==> src/rtl/spi_ram_pkg.sv <==
// Shared types and constants for the SPI-side RAM access controller.
package spi_ram_pkg;

    // Opcodes carried in bits [9:8] of an SPI command word
    localparam logic [1:0] CMD_WR_ADDR = 2'b00;
    localparam logic [1:0] CMD_WR_DATA = 2'b01;
    localparam logic [1:0] CMD_RD_ADDR = 2'b10;
    localparam logic [1:0] CMD_RD_DATA = 2'b11;

    // Access sequencer states
    typedef enum logic [1:0] {
        IDLE   = 2'd0,
        ACCESS = 2'd1,
        RDWAIT = 2'd2
    } state_e;

    // The two RAM requesters
    typedef enum logic {
        SPI  = 1'b0,
        HOST = 1'b1
    } requester_e;

endpackage

==> src/rtl/rr_arb2.sv <==
// Two-request round-robin arbiter. The winner is combinational; the
// last-served register only moves when the caller takes the grant.
module rr_arb2
    import spi_ram_pkg::*;
(
    input  logic       clk,
    input  logic       rst,
    input  logic       spi_req,
    input  logic       host_req,
    input  logic       grant_take,
    output logic       any_req,
    output requester_e winner
);

    requester_e last;

    // Lone requester wins; on a tie the one not served last wins
    always_comb begin
        any_req = spi_req | host_req;
        if (spi_req && host_req) begin
            winner = (last == HOST) ? SPI : HOST;
        end else if (host_req) begin
            winner = HOST;
        end else begin
            winner = SPI;
        end
    end

    // Remember who was served, starting from HOST so SPI wins the first tie
    always_ff @(posedge clk or posedge rst) begin
        if (rst) begin
            last <= HOST;
        end else if (grant_take) begin
            last <= winner;
        end
    end

endmodule

==> src/rtl/spi_ram_access_ctrl.sv <==
// Decodes SPI command words, buffers one SPI data command, and shares the
// single-port RAM round-robin between SPI and a local host port.
module spi_ram_access_ctrl
    import spi_ram_pkg::*;
#(
    parameter int MEM_DEPTH = 256,
    parameter int ADDR_SIZE = 8
) (
    input  logic                 clk,
    input  logic                 rst,
    input  logic [9:0]           spi_rx_data,
    input  logic                 spi_rx_valid,
    output logic [7:0]           spi_tx_data,
    output logic                 spi_tx_valid,
    output logic                 spi_overrun,
    input  logic                 host_req,
    input  logic                 host_we,
    input  logic [ADDR_SIZE-1:0] host_addr,
    input  logic [7:0]           host_wdata,
    output logic                 host_gnt,
    output logic [7:0]           host_rdata,
    output logic                 host_rvalid,
    output logic                 ram_en,
    output logic                 ram_we,
    output logic [ADDR_SIZE-1:0] ram_addr,
    output logic [7:0]           ram_wdata,
    input  logic [7:0]           ram_rdata
);

    // Payload bits that fit in an address; narrower addresses truncate
    localparam int PAYLOAD_W = (ADDR_SIZE < 8) ? ADDR_SIZE : 8;

    if (2 ** ADDR_SIZE < MEM_DEPTH) begin : g_bad_depth
        $error("ADDR_SIZE cannot address MEM_DEPTH words");
    end

    state_e               state, state_next;
    requester_e           owner, winner;
    logic                 any_req, grant, spi_grant;
    logic [ADDR_SIZE-1:0] wr_addr, rd_addr;
    logic                 spi_pend, pend_we;
    logic [ADDR_SIZE-1:0] pend_addr;
    logic [7:0]           pend_wdata;
    logic [1:0]           cmd_op;
    logic [7:0]           cmd_payload;
    logic [ADDR_SIZE-1:0] cmd_addr;
    logic                 cmd_is_data;
    logic                 ram_we_next, host_gnt_next;
    logic [ADDR_SIZE-1:0] ram_addr_next;
    logic [7:0]           ram_wdata_next;

    assign cmd_op      = spi_rx_data[9:8];
    assign cmd_payload = spi_rx_data[7:0];
    assign cmd_addr    = ADDR_SIZE'(cmd_payload[PAYLOAD_W-1:0]);
    assign cmd_is_data = spi_rx_valid && (cmd_op == CMD_WR_DATA || cmd_op == CMD_RD_DATA);
    assign spi_grant   = grant && (winner == SPI);

    rr_arb2 u_arb (
        .clk        (clk),
        .rst        (rst),
        .spi_req    (spi_pend),
        .host_req   (host_req),
        .grant_take (grant),
        .any_req    (any_req),
        .winner     (winner)
    );

    // Next state plus the values the RAM port registers take on a grant
    always_comb begin
        // NOTE: every output gets a default first so no path leaves one unassigned, which would infer a latch.
        state_next     = state;
        grant          = 1'b0;
        ram_we_next    = 1'b0;
        ram_addr_next  = ram_addr;
        ram_wdata_next = ram_wdata;
        host_gnt_next  = 1'b0;
        case (state)
            IDLE: begin
                if (any_req) begin
                    grant      = 1'b1;
                    state_next = ACCESS;
                    if (winner == SPI) begin
                        ram_we_next    = pend_we;
                        ram_addr_next  = pend_addr;
                        ram_wdata_next = pend_wdata;
                    end else begin
                        ram_we_next    = host_we;
                        ram_addr_next  = host_addr;
                        ram_wdata_next = host_wdata;
                        host_gnt_next  = 1'b1;
                    end
                end
            end
            ACCESS:  state_next = ram_we ? IDLE : RDWAIT;
            RDWAIT:  state_next = IDLE;
            default: state_next = IDLE;
        endcase
    end

    // Sequencer state and access owner
    always_ff @(posedge clk or posedge rst) begin
        // NOTE: registers use non-blocking assignment so every flop samples pre-edge values.
        if (rst) begin
            state <= IDLE;
            owner <= HOST;
        end else begin
            state <= state_next;
            if (grant) begin
                owner <= winner;
            end
        end
    end

    // Registered RAM port and host grant pulse
    always_ff @(posedge clk or posedge rst) begin
        if (rst) begin
            ram_en    <= 1'b0;
            ram_we    <= 1'b0;
            ram_addr  <= '0;
            ram_wdata <= '0;
            host_gnt  <= 1'b0;
        end else begin
            ram_en    <= grant;
            ram_we    <= ram_we_next;
            ram_addr  <= ram_addr_next;
            ram_wdata <= ram_wdata_next;
            host_gnt  <= host_gnt_next;
        end
    end

    // Address registers, single-entry SPI buffer and sticky overrun flag
    always_ff @(posedge clk or posedge rst) begin
        if (rst) begin
            wr_addr     <= '0;
            rd_addr     <= '0;
            spi_pend    <= 1'b0;
            pend_we     <= 1'b0;
            pend_addr   <= '0;
            pend_wdata  <= '0;
            spi_overrun <= 1'b0;
        end else begin
            if (spi_rx_valid && cmd_op == CMD_WR_ADDR) begin
                wr_addr <= cmd_addr;
            end
            if (spi_rx_valid && cmd_op == CMD_RD_ADDR) begin
                rd_addr <= cmd_addr;
            end
            if (cmd_is_data) begin
                // The slot frees in the same cycle it is granted, so accept then too
                if (!spi_pend || spi_grant) begin
                    spi_pend   <= 1'b1;
                    pend_we    <= (cmd_op == CMD_WR_DATA);
                    pend_addr  <= (cmd_op == CMD_WR_DATA) ? wr_addr : rd_addr;
                    pend_wdata <= cmd_payload;
                end else begin
                    spi_overrun <= 1'b1;
                end
            end else if (spi_grant) begin
                spi_pend <= 1'b0;
            end
        end
    end

    // Capture read data in RDWAIT and return it to whoever owned the access
    always_ff @(posedge clk or posedge rst) begin
        if (rst) begin
            spi_tx_data  <= '0;
            spi_tx_valid <= 1'b0;
            host_rdata   <= '0;
            host_rvalid  <= 1'b0;
        end else begin
            spi_tx_valid <= 1'b0;
            host_rvalid  <= 1'b0;
            if (state == RDWAIT) begin
                if (owner == SPI) begin
                    spi_tx_data  <= ram_rdata;
                    spi_tx_valid <= 1'b1;
                end else begin
                    host_rdata  <= ram_rdata;
                    host_rvalid <= 1'b1;
                end
            end
        end
    end

endmodule
==> config.mk <==
export PLATFORM = sky130hd
export DESIGN_NAME = spi_ram_access_ctrl
export DESIGN_NICKNAME = d
export VERILOG_FILES = /design/src/rtl/spi_ram_pkg.sv /design/src/rtl/rr_arb2.sv /design/src/rtl/spi_ram_access_ctrl.sv
export SDC_FILE = /design/constraint.sdc
export NUM_CORES = 1
export LEC_CHECK = 0
export ABC_AREA = 1
export BUFFER_PORTS_ARGS = -buffer_cell sky130_fd_sc_hd__buf_2
export CORE_AREA = 5 5 89 91
export CTS_CLUSTER_DIAMETER = 30
export DETAILED_ROUTE_END_ITERATION = 8
export DIE_AREA = 0 0 94 96
export GPL_TIMING_DRIVEN = 0
export MAX_ROUTING_LAYER = met4
export PLACE_DENSITY = 0.69
export SYNTH_ARGS = -nofsm -noshare
export SYNTH_HDL_FRONTEND = slang
export SYNTH_SLANG_ARGS = --single-unit
==> constraint.sdc <==
create_clock -name clk -period 2.9 [get_ports clk]
set_input_delay 0.58 -clock clk [delete_from_list [all_inputs] [get_ports clk]]
set_output_delay 0.58 -clock clk [all_outputs]
set_load 0.1 [all_outputs]
==> reports/qor.csv <==
metric,value,unit
worst r2r path cells,9,
skew final,0.00570,ns
routed wire length,7.00,mm
Nets,472,
DIE WIDTH,94,microns
Startpoint Class,register,
Port Buffers,76,
Synth Area per Inst,8.98,sq um
Critical Path Fanout Max,2,
cts repair resizes,0,
crit-path leading delay family,buffers and inverters,
Final period util,60.0,%
vias in the first global route,2571,
die area,9020,sq um
reg2reg setup slack,1.38,ns
Initial DRC Count,156,
max-slew violations,0,
CP max stage delay,0.44,ns
post-placement cell area,3630,sq um
first-pass GRT wire length,11.7,mm
commonest cells in the netlist,"nand2_1, dfrtp_1, o21ai_0",
Final WS setup,1.16,ns
largest net degree at the start of global routing,69,
Setup CP Type,reg2out,
Synth Register Bits,75,
RSZ-0062 raised after global routing,no,
fin crit period,1.74,ns
Syn Std Cell Area,3100,sq um
dpl ws,1.21,ns
critical path cell sequence,buf_2,
Synth top area share,59.7,%
Yosys cell types,22,
ANT cells,0,
routed via count,2574,
TritonCTS clock tree,yes,
register area share after synthesis,60.6,%
core area,7060,sq um
sequential cell area,1880,sq um
worst hold path class,in2async,
Clock Latency Late Sink,0.35,ns
Synth async-reset ratio,100,%
residual DRC count,0,
most common flop cell mapped by yosys,dfrtp_1,
"antenna viol nets, final",0,
# fillers,715,
GRT Total Usage,17.0,%
vias per inst,4.79,
"Hold-fix buffers, CTS",0,
TritonCTS Buffers,9,
initial antenna violation count,0,
status,"finished, final reports clean",
Slew headroom,66.4,%
most common cell in the netlist,nand2_1,
CP required,2.32,ns
synth warn,0,
First-pass DRT Iterations,4,
WL/cell,13.0,microns
clk sinks,75,
Post-synth EDFFs,0,
RD Place Congestion,0.818,
Fin. Hold Viols,0,
synthesized instance count,345,
Synth area leader,dfrtp_1,
DP Wirelength,5.21,mm
slowest cell on the critical path,buf_2,
Max-Cap Viols,0,
Fmax,575,MHz
footprint of the multi-input gates,1010,sq um
die height,96,microns
Mapped Nets,384,
cell area after layout,3830,sq um
clock buffer depth,2,
Congestion Overflow GR,0,
H-tree levels,3,
Final Setup Violations,0,
worst reg2reg endpoint,pend_we,
"Setup Fix Bufs, Post-CTS",0,
number of I/O pins,77,
row cnt,31,
synthesis-to-layout area growth,23.5,%
worst slew pin tran,0.507,ns
reg2reg start,u_arb.last,
Setup crit end kind,output pin,
ratio of cells with drive above 1 in the final layout,26.0,%
CP bufs+invs,1,
Synth area leaders,"dfrtp_1, nand2_1, o21ai_0, nand3_1, inv_1",
clock-pin slew on the worst setup and hold paths,0.08,ns
Hold WS,0.113,ns
crit path DAT,1.16,ns
root buf cell,clkbuf_8,
Initial Utilization,43.9,%
## stage by stage
step | cells | setup TNS, ns | util, %
finish | 537 | 0 | 54.2
global placement | 520 | -34.71 | 51.0
global route | 537 | 0 | 54.2
CTS | 537 | 0 | 54.2
detailed placement | 521 | 0 | 51.5
floorplan | 345 | 0 | -
## logic make-up (layout without fill, tap and decap cells)
logic type | count (synthesis) | count (layout) | share of synthesized area, %
flops | 75 | 75 | 60.6
simple gates | 160 | 160 | 21.5
compound gates | 67 | 67 | 11.0
buf+inv | 43 | 136 | 6.90
## how the worst max path moves through the flow
stage	startpoint	to	depth (start not counted)
6_report	ram_addr[2]	ram_addr[2]	1
5_1_grt	ram_addr[6]	ram_addr[6]	1
4_1_cts	ram_addr[4]	ram_addr[4]	1
3_5_place_dp	spi_rx_valid	pend_wdata[4]	7
3_3_place_gp	rst	rd_addr[6]	2
2_1_floorplan	rst	host_gnt	1
## placed cells by master (no fill, tap or decap), types with 2 or more instances in the layout
cell / synthesis / final
buf_2: 5 / 81
buf_6: 4 / 4
clkbuf_1: 3 / 3
clkbuf_8: 0 / 9
clkinv_2: 0 / 3
clkinvlp_4: 0 / 2
dfrtp_1: 74 / 74
inv_1: 26 / 25
nand2_1: 105 / 105
nand2_2: 4 / 4
nand3_1: 27 / 27
nor2_1: 21 / 21
o21ai_0: 57 / 57
o21ai_1: 8 / 8
## final cells by class
type                            instances  area share (%)
Clock buffer                            9            3.24
Clock inverter                          7            1.80
Tap cell                               99            3.24
Sequential cell                        75            49.1
Inverter                               28            2.81
Timing Repair Buffer                   77            10.7
Multi-Input combinational cell        227            26.3
Buffer                                 15            2.84
## routing by layer
layer,track usage [%],up-vias,part of all wire [%]
met4,7.70,0,1.7
met3,3.60,14,4.9
li1,-,1276,-
met2,27.1,67,48
met1,21.0,1217,46
met5,-,-,0
## sequential cells by signal, summed over array words and instances (netlist names), 2 cells and up
name         flops
pend_wdata       8
state            2
ram_addr         8
spi_tx_data      8
rd_addr          8
ram_wdata        8
host_rdata       8
wr_addr          8
pend_addr        8
Power is not shown: default switching activity piles up to over one toggle a cycle in this logic, so the estimate is an artifact.
